## src/rtl/score_tracker_pkg.sv

```systemverilog
// Constants shared by score_tracker and the display blocks: game states and default limits.
package score_tracker_pkg;

  typedef enum logic [1:0] {
    ST_IDLE    = 2'd0,
    ST_PLAY    = 2'd1,
    ST_RESPAWN = 2'd2,
    ST_OVER    = 2'd3
  } game_state_t;

  localparam int DEF_SCORE_MAX   = 99;
  localparam int DEF_START_LIVES = 3;

  // Bits needed to hold the points of every channel hitting in the same cycle.
  function automatic int pts_width(input int n_hit, input int pts_unit);
    return $clog2(n_hit * (n_hit + 1) / 2 * pts_unit + 1);
  endfunction

endpackage

```

## src/rtl/score_tracker_hit_point_sum.sv

```systemverilog
// Sums the points of all asserted hit channels and saturates score+pts at SCORE_MAX.
// Latency: combinational; no backpressure.
module hit_point_sum
  import score_tracker_pkg::*;
#(
  parameter int N_HIT     = 4,
  parameter int PTS_UNIT  = 1,
  parameter int SCORE_W   = 7,
  parameter int SCORE_MAX = DEF_SCORE_MAX,
  parameter int PTS_W     = pts_width(N_HIT, PTS_UNIT)
) (
  input  logic [SCORE_W-1:0] score,
  input  logic [N_HIT-1:0]   invader_hit,
  output logic [PTS_W-1:0]   pts,
  output logic [SCORE_W-1:0] new_score
);

  logic [31:0] acc;
  logic [31:0] sum;

  always_comb begin
    acc = '0;
    for (int i = 0; i < N_HIT; i++) begin
      if (invader_hit[i]) acc = acc + 32'((i + 1) * PTS_UNIT);
    end
    sum       = acc + 32'(score);
    pts       = PTS_W'(acc);
    new_score = (sum > 32'(SCORE_MAX)) ? SCORE_W'(SCORE_MAX) : SCORE_W'(sum);
  end

endmodule

```

## src/rtl/score_tracker.sv

```systemverilog
// Score, lives, extra-life bonus and invulnerability tracking with the game-state FSM.
// Latency: 1 cycle from any input pulse to registered outputs; no backpressure.
module score_tracker
  import score_tracker_pkg::*;
#(
  parameter int N_HIT         = 4,
  parameter int PTS_UNIT      = 1,
  parameter int SCORE_W       = 7,
  parameter int SCORE_MAX     = DEF_SCORE_MAX,
  parameter int LIVES_W       = 2,
  parameter int START_LIVES   = DEF_START_LIVES,
  parameter int BONUS_STEP    = 50,
  parameter int INVULN_FRAMES = 60
) (
  input  logic               clk,
  input  logic               arst,
  input  logic               frame_tick,
  input  logic               game_start,
  input  logic [N_HIT-1:0]   invader_hit,
  input  logic               player_hit,
  output logic [SCORE_W-1:0] score,
  output logic [LIVES_W-1:0] lives,
  output logic [1:0]         state,
  output logic               invuln,
  output logic               bonus,
  output logic               game_over
);

  localparam int PTS_W = pts_width(N_HIT, PTS_UNIT);
  localparam int CNT_W = $clog2(INVULN_FRAMES + 1);
  localparam int NB_W  = $clog2(SCORE_MAX + BONUS_STEP + 1);

  game_state_t        state_q;
  logic [CNT_W-1:0]   inv_cnt;
  logic [NB_W-1:0]    next_bonus;
  logic [PTS_W-1:0]   pts;
  logic [SCORE_W-1:0] new_score;
  logic               bonus_hit;
  logic [LIVES_W-1:0] lives_tmp;

  hit_point_sum #(
    .N_HIT    (N_HIT),
    .PTS_UNIT (PTS_UNIT),
    .SCORE_W  (SCORE_W),
    .SCORE_MAX(SCORE_MAX),
    .PTS_W    (PTS_W)
  ) u_hit_point_sum (
    .score      (score),
    .invader_hit(invader_hit),
    .pts        (pts),
    .new_score  (new_score)
  );

  // Once next_bonus has moved past SCORE_MAX no further bonus can ever fire.
  always_comb begin
    bonus_hit = (32'(new_score) >= 32'(next_bonus)) && (32'(next_bonus) <= 32'(SCORE_MAX));
    lives_tmp = lives;
    if (bonus_hit && (lives != '1)) lives_tmp = lives + LIVES_W'(1);
  end

  assign state = state_q;

  always_ff @(posedge clk or negedge arst) begin
    if (!arst) begin
      state_q    <= ST_IDLE;
      score      <= '0;
      lives      <= '0;
      next_bonus <= NB_W'(BONUS_STEP);
      inv_cnt    <= '0;
      invuln     <= 1'b0;
      bonus      <= 1'b0;
      game_over  <= 1'b0;
    end else begin
      bonus <= 1'b0;
      if (game_start) begin
        state_q    <= ST_PLAY;
        score      <= '0;
        lives      <= LIVES_W'(START_LIVES);
        next_bonus <= NB_W'(BONUS_STEP);
        inv_cnt    <= '0;
        invuln     <= 1'b0;
        game_over  <= 1'b0;
      end else begin
        case (state_q)
          ST_PLAY, ST_RESPAWN: begin
            if (pts != '0) score <= new_score;
            if (bonus_hit) begin
              bonus      <= 1'b1;
              next_bonus <= next_bonus + NB_W'(BONUS_STEP);
            end
            // The player hit is applied on top of any life just awarded this cycle.
            if ((state_q == ST_PLAY) && player_hit) begin
              lives <= lives_tmp - LIVES_W'(1);
              if (lives_tmp == LIVES_W'(1)) begin
                state_q   <= ST_OVER;
                game_over <= 1'b1;
              end else begin
                state_q <= ST_RESPAWN;
                inv_cnt <= CNT_W'(INVULN_FRAMES);
                invuln  <= 1'b1;
              end
            end else begin
              lives <= lives_tmp;
              if ((state_q == ST_RESPAWN) && frame_tick) begin
                inv_cnt <= inv_cnt - CNT_W'(1);
                if (inv_cnt == CNT_W'(1)) begin
                  state_q <= ST_PLAY;
                  invuln  <= 1'b0;
                end
              end
            end
          end
          default: ;
        endcase
      end
    end
  end

endmodule
```

## config.mk

```make
export PLATFORM = sky130hd
export DESIGN_NAME = score_tracker
export DESIGN_NICKNAME = d
export VERILOG_FILES = /design/src/rtl/score_tracker_pkg.sv /design/src/rtl/score_tracker_hit_point_sum.sv /design/src/rtl/score_tracker.sv
export SDC_FILE = /design/constraint.sdc
export NUM_CORES = 1
export LEC_CHECK = 0
export ABC_AREA = 1
export CELL_PAD_IN_SITES_DETAIL_PLACEMENT = 1
export CELL_PAD_IN_SITES_GLOBAL_PLACEMENT = 2
export CORE_ASPECT_RATIO = 1.75
export CORE_UTILIZATION = 33
export CTS_CLUSTER_DIAMETER = 100
export DETAILED_ROUTE_END_ITERATION = 6
export GPL_ROUTABILITY_DRIVEN = 0
export PLACE_DENSITY = 0.77
export REMOVE_ABC_BUFFERS = 1
export SYNTH_ARGS = -nofsm -noshare
export SYNTH_HDL_FRONTEND = slang
export SYNTH_SLANG_ARGS = --single-unit
```

## constraint.sdc

```tcl
create_clock -name clk -period 5.5 [get_ports clk]
set_clock_uncertainty 0.05 [all_clocks]
set_input_delay 1.1 -clock clk [delete_from_list [all_inputs] [get_ports clk]]
set_output_delay 1.1 -clock clk [all_outputs]
set_load 0.02 [all_outputs]
```

==> results of run 1 <==
## cell usage after synthesis, types with 2 or more instances
cell type,instances
nand2_2,6
o21ai_0,12
nand4_1,4
inv_1,53
ha_1,21
nor4_1,3
dfstp_2,3
nand2_1,58
o32ai_1,2
xor2_1,2
nor3_1,2
nand3_1,18
nand3_2,3
inv_2,3
dfrtp_1,24
o22ai_1,7
a21oi_1,11
nor2_1,19
## critical path, delay by kind of cell
kind	cells	cell delay, ps
AOI/OAI and AO/OA	2	340
and+or+nand+nor	17	1850
adders and majority gates	4	960
xor gates and xnor gates	1	130
buffers and inverters	8	940
## through the flow
| step | util (%) | cell area, sq um |
|---|---|---|
| final | 47.51 | 2815 |
| after global routing | 47.51 | 2815 |
| after CTS | 44.51 | 2638 |
| after detailed placement | 42.97 | 2546 |
| after global placement | 42.97 | 2546 |
| after floorplan | - | 2033 |
## per-layer routing
metal	GRT usage [%]	up-vias	part of all wire, %	wire [microns]
li1	-	982	-	-
met1	16.34	962	32	1914
met2	43.56	20	65	3832
met4	7.619	0	1.8	107
met5	0	-	0	0
met3	1.095	5	1.2	71
## path summary, 6_finish.rpt
path,start,slack [ps],endpoint,cells past startpoint
hold / removal,invuln,480,invuln,1
setup / recovery,invader_hit[2],310,inv_cnt[2],32
hold reg to reg,invuln,480,invuln,1
min in group asynchronous,arst,1130,inv_cnt[0],2
setup reg to reg,score[0],1490,inv_cnt[2],28
max in group asynchronous,arst,3950,next_bonus[4],2
## timing repair
item	in CTS	in global routing
buffers inserted	1	3
pin swaps	2	20
hold buffers	0	0
cloned	0	0
setup endpoints to repair	8	10
resized for setup	8	41
## cell families (layout without fill, tap and decap cells)
| group | Yosys count | after routing | synth area share (%) |
|---|---|---|---|
| AOI/OAI and AO/OA | 40 | 40 | 12.59 |
| xor gates and xnor gates | 3 | 3 | 1.289 |
| adders and majority gates | 22 | 22 | 13.87 |
| buffers and inverters | 58 | 113 | 10.99 |
| DFF | 27 | 27 | 33.33 |
| muxes | 1 | 1 | 0.5524 |
| and+or+nand+nor | 118 | 118 | 27.38 |
## sequential cells by signal (all words and copies together), names as in the netlist
name	count
invuln	1
state	2
score	7
next_bonus	7
bonus	1
lives	2
inv_cnt	6
game_over	1
## layout make-up
| type | instances | area [sq um] |
|---|---|---|
| Sequential cell | 27 | 679.4 |
| Multi-Input combinational cell | 184 | 1315 |
| Timing Repair Buffer | 52 | 457.9 |
| Fill cell | 748 | 3110 |
| Clock buffer | 3 | 41.29 |
| Inverter | 57 | 219.0 |
| Tap cell | 78 | 97.59 |
| Clock inverter | 1 | 5.005 |
## power by group through the flow
stage          logic, uW  clock network, uW  registers [uW]
2_1_floorplan        343                  0             333
3_3_place_gp         621                  0             305
3_5_place_dp         631                  0             306
4_1_cts              653                128             305
5_1_grt              794                130             314
6_report             715                122             306
==> summary.txt, run 1 <==
Run status
  • Status: completed

Route
  • Via-per-instance ratio: 4.898
  • DRC errors left: 0
  • Drt total wl: 5926 microns
  • DRT iter0 DRCs: 46
  • Avg WL per Cell: 14.74 microns
  • Remaining antenna violation count: 0
  • Via Count: 1969
  • 1st-pass router iterations: 4

Yosys
  • Synthesis-stage register bit count: 27
  • Mapped Cells: 269
  • Sequential area share after synthesis: 33.33%
  • Synthesized area: 2038 sq um
  • Top cells by area, synth: dfrtp_1 (29%), ha_1 (13%), nand2_1 (11%), inv_1 (9.8%), nand3_1 (4.4%)
  • Synth top area share: 29.47%
  • Synth Area per Inst: 7.577 sq um
  • Yosys top cell by area: dfrtp_1
  • Synth warn: 0
  • Post-synth EDFFs: 0
  • Post-synth ARST share: 100.0%
  • Post-synth top flop: dfrtp_1
  • Distinct cells, synth: 36

STA
  • Worst-Margin Slew: 731.1 ps
  • Worst Setup Slack, final: 314.5 ps
  • Final hold slack: 484.7 ps
  • Setup TNS: 0 ps
  • Max Slew Vio Count: 0
  • Final min period: 5185 ps
  • Unrepaired setup endpoints after global routing: no
  • Rel. slew slack: 51.08%
  • Number of setup violations in the final report: 0
  • Period utilization: 94.28%
  • Fmax: 192.8 MHz
  • Final Hold Fails: 0

Placed design
  • Port buffer count: 22
  • DP HPWL: 4756 microns
  • Worst slack at placement: -563.6 ps
  • Cells after DPL: 394

Power
  • Sequential Power Share: 26.7%
  • Comb pwr share: 62.6%
  • Power Total: 1143 uW
  • P_sw: 516.5 uW
  • Clock power share: 10.7%
  • Switching Fraction: 45.19%
  • Leak: 0.001406 uW
  • Power Dens Cells: 406.0 nW/um^2
  • VDD IR max: 0.1968 mV
  • Internal: 626.5 uW

GRT
  • Gr usage total: 20.05%
  • First-pass GRT wire length: 9363 microns
  • Initial antenna violation count: 0
  • Grt ovf: 0
  • Vias in the first global route: 2098
  • Pin count of the biggest net entering global routing: 28

Layout
  • Area grow syn2layout: 38.12%
  • Commonest non-fill, non-tap cell in the layout: nand2_1
  • Most frequent cells in the layout: nand2_1 (50), inv_1 (47), buf_4 (28)
  • # diodes: 0
  • Nets: 356
  • Final Non-Filler Cells: 402
  • Layout cells sized above 1: 27.47%

Clock network
  • H-tree Lvls: 1
  • Clk sinks: 27
  • Max Root-Sink Buffers: 2
  • Num CTS Buffers: 3
  • Worst-skew pair later-pin latency: 290 ps
  • Reg clk slew, reported paths: 100 ps
  • Root Buffer: clkbuf_8
  • CTS tree: done

Critical path
  • Critical Path Slowest Stage Cell: clkdlybuf4s50_1
  • CP startpoint kind: input port
  • Worst-path fanout max: 5
  • Crit. End Element: flop
  • CP dominant cell by count: nand2_1
  • Crit path required time: 5640 ps
  • Slowest cell delay on critical path: 440 ps
  • Kind of critical path: input port to flop
  • Worst Path Arrival: 5330 ps

Die
  • Die height: 106.0 microns
  • Die Area: 6507 sq um
  • # IOs: 23
  • Die W: 61.41 microns
  • Row count: 37
  • Core footprint: 5926 sq um
  • Initial core utilization: 34.40%

Hold path
  • Hold Crit Class: flop to flop

Job
  • Max-cap check violation count: 0
(Power assumes the default switching activity.)
==> run 2: changes to the inputs <==
CORE_ASPECT_RATIO = not set   (was 1.75)
SETUP_SLACK_MARGIN = 0.02   (was not set)
==> summary.txt, run 2 (synthesis results as in run 1) <==
Hold path
  • Worst Hold Launch: next_bonus[5]
  • WHS Path Cells: 2 (+1)
  • Hold Crit Endpoint: next_bonus[5]
  • Hold Crit Class: flop to flop

STA
  • Period utilization: 93.44% (-0.84 points)
  • Worst-Margin Slew: 782.6 ps (+51.52 ps)
  • Number of setup violations in the final report: 0 (unchanged)
  • Final min period: 5139 ps (-46.30 ps)
  • Fmax: 194.6 MHz (+0.90%)
  • Rel. slew slack: 47.63% (-3.4 points)
  • Max Slew Vio Count: 0 (unchanged)
  • Setup TNS: 0 ps (unchanged)
  • Unrepaired setup endpoints after global routing: no
  • Final Hold Fails: 0 (unchanged)

Route
  • DRT iter0 DRCs: 94 (+100%)
  • Drt total wl: 6164 microns (+4.0%)
  • Via Count: 2005 (+1.8%)
  • Avg WL per Cell: 15.14 microns (+2.7%)
  • Via-per-instance ratio: 4.926 (+0.58%)
  • Remaining antenna violation count: 0 (unchanged)
  • 1st-pass router iterations: 4 (unchanged)
  • DRC errors left: 0 (unchanged)

Die
  • Core footprint: 5956 sq um (+0.51%)
  • Row count: 28 (-24%)
  • Die height: 80.59 microns (-24%)
  • Initial core utilization: 34.22% (-0.17 points)
  • Die Area: 6495 sq um (-0.19%)
  • Die W: 80.59 microns (+31%)
  • # IOs: 23 (unchanged)

Critical path
  • CP startpoint kind: input port
  • Slowest cell delay on critical path: 290 ps (-150 ps)
  • Crit path required time: 5620 ps (-20 ps)
  • Crit. End Element: flop
  • R2r setup slk: 1380 ps (-110 ps)
  • Critical Path Slowest Stage Cell: ha_4
  • Kind of critical path: input port to flop
  • Path depth of the worst reg2reg path: 29 (+3.6%)
  • RR Endpoint: inv_cnt[2]
  • Worst Path Arrival: 5260 ps (-70 ps)
  • Worst r2r src: score[0]
  • Worst-path fanout max: 5 (unchanged)

Power
  • Power Dens Cells: 397.9 nW/um^2 (-2.0%)
  • Internal: 629.5 uW (+0.48%)
  • Switching Fraction: 45.33% (+0.14 points)
  • Leak: 0.001449 uW (+3.1%)
  • VDD IR max: 0.1931 mV (-1.9%)
  • Sequential Power Share: 26.6% (about the same)
  • Comb pwr share: 63.0% (+0.4 points)
  • Clock power share: 10.4% (-0.3 points)
  • P_sw: 521.9 uW (+1.1%)

Clock network
  • H-tree Lvls: 1 (unchanged)
  • Root Buffer: clkbuf_8
  • Max Root-Sink Buffers: 2 (unchanged)
  • Worst-skew pair later-pin latency: 280 ps (about the same)
  • Num CTS Buffers: 3 (unchanged)
  • CTS tree: done
  • Reg clk slew, reported paths: 100 ps (about the same)
  • Clk sinks: 27 (unchanged)

Layout
  • Final Non-Filler Cells: 407 (+1.2%)
  • Most frequent cells in the layout: nand2_1 (46), inv_1 (44), buf_4 (37)
  • Area grow syn2layout: 41.99%
  • Commonest non-fill, non-tap cell in the layout: nand2_1
  • Biggest regs: next_bonus: 7 flops, score: 7 flops, inv_cnt: 6 flops
  • Layout cells sized above 1: 31.63% (+4.2 points)
  • # diodes: 0 (unchanged)
  • Nets: 364 (+2.2%)

Placed design
  • Cells after DPL: 395 (+0.25%)
  • DP HPWL: 4463 microns (-6.2%)
  • Port buffer count: 22 (unchanged)

GRT
  • Vias in the first global route: 2026 (-3.4%)
  • First-pass GRT wire length: 9597 microns (+2.5%)
  • Pin count of the biggest net entering global routing: 28 (unchanged)
  • Gr usage total: 19.04% (-1.0 points)
  • Grt ovf: 0 (unchanged)
  • Initial antenna violation count: 0 (unchanged)

Run status
  • Status: completed

Job
  • Max-cap check violation count: 0 (unchanged)
run 2: cell types whose count changed in the layout (fill, tap and decap cells not counted), sizes merged:
cell | before | now
clkinv | 2 | 1
dlymetal6s2s | 2 | 3
clkdlybuf4s50 | 20 | 19
clkbuf | 3 | 4
buf | 30 | 38
run 2: area by class of cell:
class                           count  area, sq um
Clock buffer                        4        45.04
Fill cell                         738         3062
Timing Repair Buffer               60        516.7
Tap cell                           75        93.84
Inverter                           57        219.0
Multi-Input combinational cell    184         1340
Sequential cell                    27        679.4
run 2: metal layers:
metal  global-route usage (%)  routed length [microns]  vias to the layer above
met5                        0                        0                        -
met4                    3.214                       61                        0
met3                    1.705                      101                        4
met2                    35.00                     3337                       25
met1                    24.15                     2664                      980
li1                         -                        -                      996
run 2: timing repair:
action                     4_1_cts  5_1_grt
buffers inserted                 4        4
resized for setup               18       39
hold buffers                     0        0
setup endpoints to repair        9       10
pin swaps                        8       20
run 2: critical path: cells and delay by family:
kind,cells,cell delay [ps]
buffers and inverters,7,710
AO/OA/AOI/OAI,5,680
AND/OR/NAND/NOR,18,1750
adder cells (fa/ha/maj),5,1010
run 2: through the flow:
| step | hold WS (ps) | worst slack (ps) | cell area, sq um | total power [uW] | util (%) |
|---|---|---|---|---|---|
| floorplan | 435.6 | 191.5 | 2033 | 675.6 | - |
| global placement | 447.4 | -557.6 | 2572 | 927.1 | 43.19 |
| detailed placement | 455.0 | -709.6 | 2572 | 942.4 | 43.19 |
| CTS | 479.7 | 20.90 | 2729 | 1100 | 45.82 |
| global route | 506.7 | 66.70 | 2894 | 1254 | 48.59 |
| finish | 473.9 | 360.8 | 2894 | 1151 | 48.59 |
run 2: power groups by stage:
stage / combinational, uW / sequential [uW] / clock (uW)
2_1_floorplan: 343 / 333 / 0
3_3_place_gp: 621 / 307 / 0
3_5_place_dp: 636 / 307 / 0
4_1_cts: 669 / 306 / 124
5_1_grt: 808 / 315 / 131
6_report: 725 / 307 / 120
run 2: how the worst max path moves through the flow:
stage,start,to,slack (ps),cells after the start
final,invader_hit[1],inv_cnt[2],360,35
after global routing,invader_hit[0],inv_cnt[2],70,35
after CTS,invader_hit[0],inv_cnt[2],20,36
after detailed placement,invader_hit[0],inv_cnt[2],-710,35
after global placement,invader_hit[0],inv_cnt[5],-560,28
after floorplan,invader_hit[0],inv_cnt[2],190,33
==> run 3: changes to the inputs <==
CORE_MARGIN = 2   (was not set)
==> summary.txt, run 3 (synthesis results as in run 1) <==
Route
  • DRT iter0 DRCs: 23 (-76%)
  • Drt total wl: 5740 microns (-6.9%)
  • 1st-pass router iterations: 2 (-2)
  • Avg WL per Cell: 14.14 microns (-6.6%)
  • Remaining antenna violation count: 0 (unchanged)
  • Via Count: 1965 (-2.0%)
  • DRC errors left: 0 (unchanged)
  • Via-per-instance ratio: 4.840 (-1.8%)

Critical path
  • CP startpoint kind: input port
  • Crit path required time: 5630 ps (about the same)
  • Kind of critical path: input port to flop
  • Worst Path Arrival: 5360 ps (+100 ps)
  • Slowest cell delay on critical path: 430 ps (+140 ps)
  • Critical Path Slowest Stage Cell: clkdlybuf4s50_1
  • Crit. End Element: flop
  • CP dominant cell by count: nand2_2
  • Worst-path fanout max: 5 (unchanged)

Placed design
  • Cells after DPL: 395 (unchanged)
  • Worst slack at placement: -634.4 ps (+75.22 ps)
  • Port buffer count: 22 (unchanged)
  • DP HPWL: 4338 microns (-2.8%)

Layout
  • Final Util: 48.15% (-0.44 points)
  • Commonest non-fill, non-tap cell in the layout: nand2_1
  • Nets: 363 (-0.27%)
  • Biggest regs: next_bonus: 7 flops, score: 7 flops, inv_cnt: 6 flops
  • Layout cells sized above 1: 30.82% (-0.81 points)
  • Area grow syn2layout: 40.70%
  • # diodes: 0 (unchanged)
  • Most frequent cells in the layout: nand2_1 (48), inv_1 (44), buf_4 (36)
  • Final Non-Filler Cells: 406 (-0.25%)

Job
  • Max-cap check violation count: 0 (unchanged)

Hold path
  • Hold Crit Class: flop to flop

GRT
  • Pin count of the biggest net entering global routing: 28 (unchanged)
  • First-pass GRT wire length: 9190 microns (-4.2%)
  • Initial antenna violation count: 0 (unchanged)
  • Grt ovf: 0 (unchanged)
  • Vias in the first global route: 1966 (-3.0%)
  • Gr usage total: 17.37% (-1.7 points)

Clock network
  • H-tree Lvls: 1 (unchanged)
  • Reg clk slew, reported paths: 100 ps (about the same)
  • Max Root-Sink Buffers: 2 (unchanged)
  • Root Buffer: clkbuf_8
  • Num CTS Buffers: 3 (unchanged)
  • CTS tree: done
  • Worst-skew pair later-pin latency: 280 ps (about the same)
  • Clk sinks: 27 (unchanged)
  • Hold buffer count at CTS: 0 (unchanged)

Power
  • Power Total: 1142 uW (-0.82%)
  • Power Dens Cells: 398.2 nW/um^2 (about the same)
  • Leak: 0.001436 uW (-0.90%)
  • VDD IR max: 0.2094 mV (+8.4%)

STA
  • Final min period: 5227 ps (+87.81 ps)
  • Worst Setup Slack, final: 273.0 ps (-87.81 ps)
  • Max Slew Vio Count: 0 (unchanged)
  • Number of setup violations in the final report: 0 (unchanged)
  • Period utilization: 95.04% (+1.6 points)
  • Worst-Margin Slew: 769.0 ps (-13.61 ps)
  • Final Hold Fails: 0 (unchanged)
  • Rel. slew slack: 48.54% (+0.91 points)
  • Fmax: 191.3 MHz (-1.7%)

Die
  • Die Area: 6821 sq um (+5.0%)
  • Die height: 82.59 microns (+2.5%)
  • Row count: 28 (unchanged)
  • Core footprint: 5956 sq um (unchanged)
  • Initial core utilization: 34.22% (unchanged)
  • # IOs: 23 (unchanged)
  • Die W: 82.59 microns (+2.5%)

Run status
  • Status: completed
run 3: per-layer routing:
layer / GRT usage [%] / wire length, microns
met1: 22.52 / 2634
met2: 31.13 / 2932
met3: 2.065 / 115
met4: 3.443 / 58
met5: 0 / 0
run 3: final timing paths:
check                                from             to  slack (ps)  cells after the start
max                        invader_hit[2]     inv_cnt[2]         270                     30
min                                invuln         invuln         470                      1
max reg2reg                      score[0]     inv_cnt[2]        1460                     26
min reg2reg                        invuln         invuln         470                      1
max in group asynchronous            arst  next_bonus[1]        3940                      2
min in group asynchronous            arst     inv_cnt[5]        1140                      2
run 3: cell type report:
type / count / area, sq um
Sequential cell: 27 / 679.4
Multi-Input combinational cell: 184 / 1323
Clock buffer: 3 / 41.29
Clock inverter: 1 / 5.005
Timing Repair Buffer: 59 / 506.7
Tap cell: 75 / 93.84
Fill cell: 745 / 3088
Inverter: 57 / 219.0
run 3: through the flow:
| stage | hold WS [ps] | setup TNS, ps | instance area, sq um |
|---|---|---|---|
| 2_1_floorplan | 435.6 | 0 | 2033 |
| 3_3_place_gp | 451.3 | -3650 | 2572 |
| 3_5_place_dp | 450.4 | -4911 | 2572 |
| 4_1_cts | 477.5 | 0 | 2660 |
| 5_1_grt | 500.3 | -323.6 | 2868 |
| 6_report | 471.0 | 0 | 2868 |
run 3: power by group:
group | switching, uW | internal [uW] | leakage, uW
Clock | 70.1 | 51.1 | 0.0000255
Combinational | 390 | 324 | 0.00107
Sequential | 55.9 | 251 | 0.000343
Total | 516 | 626 | 0.00144
run 3: worst max-delay path, delay by kind of cell:
family	cells	cell delay [ps]
compound gates	4	500
xor+xnor	2	340
fa+ha+maj	4	1000
simple gates	12	1370
buf+inv	8	1050
run 3: repair_timing:
action,CTS,global route
resized for setup,12,44
pin swaps,2,25
setup buffers,0,7
endpoints found under the setup margin,9,10
endpoints found under the hold margin,0,0
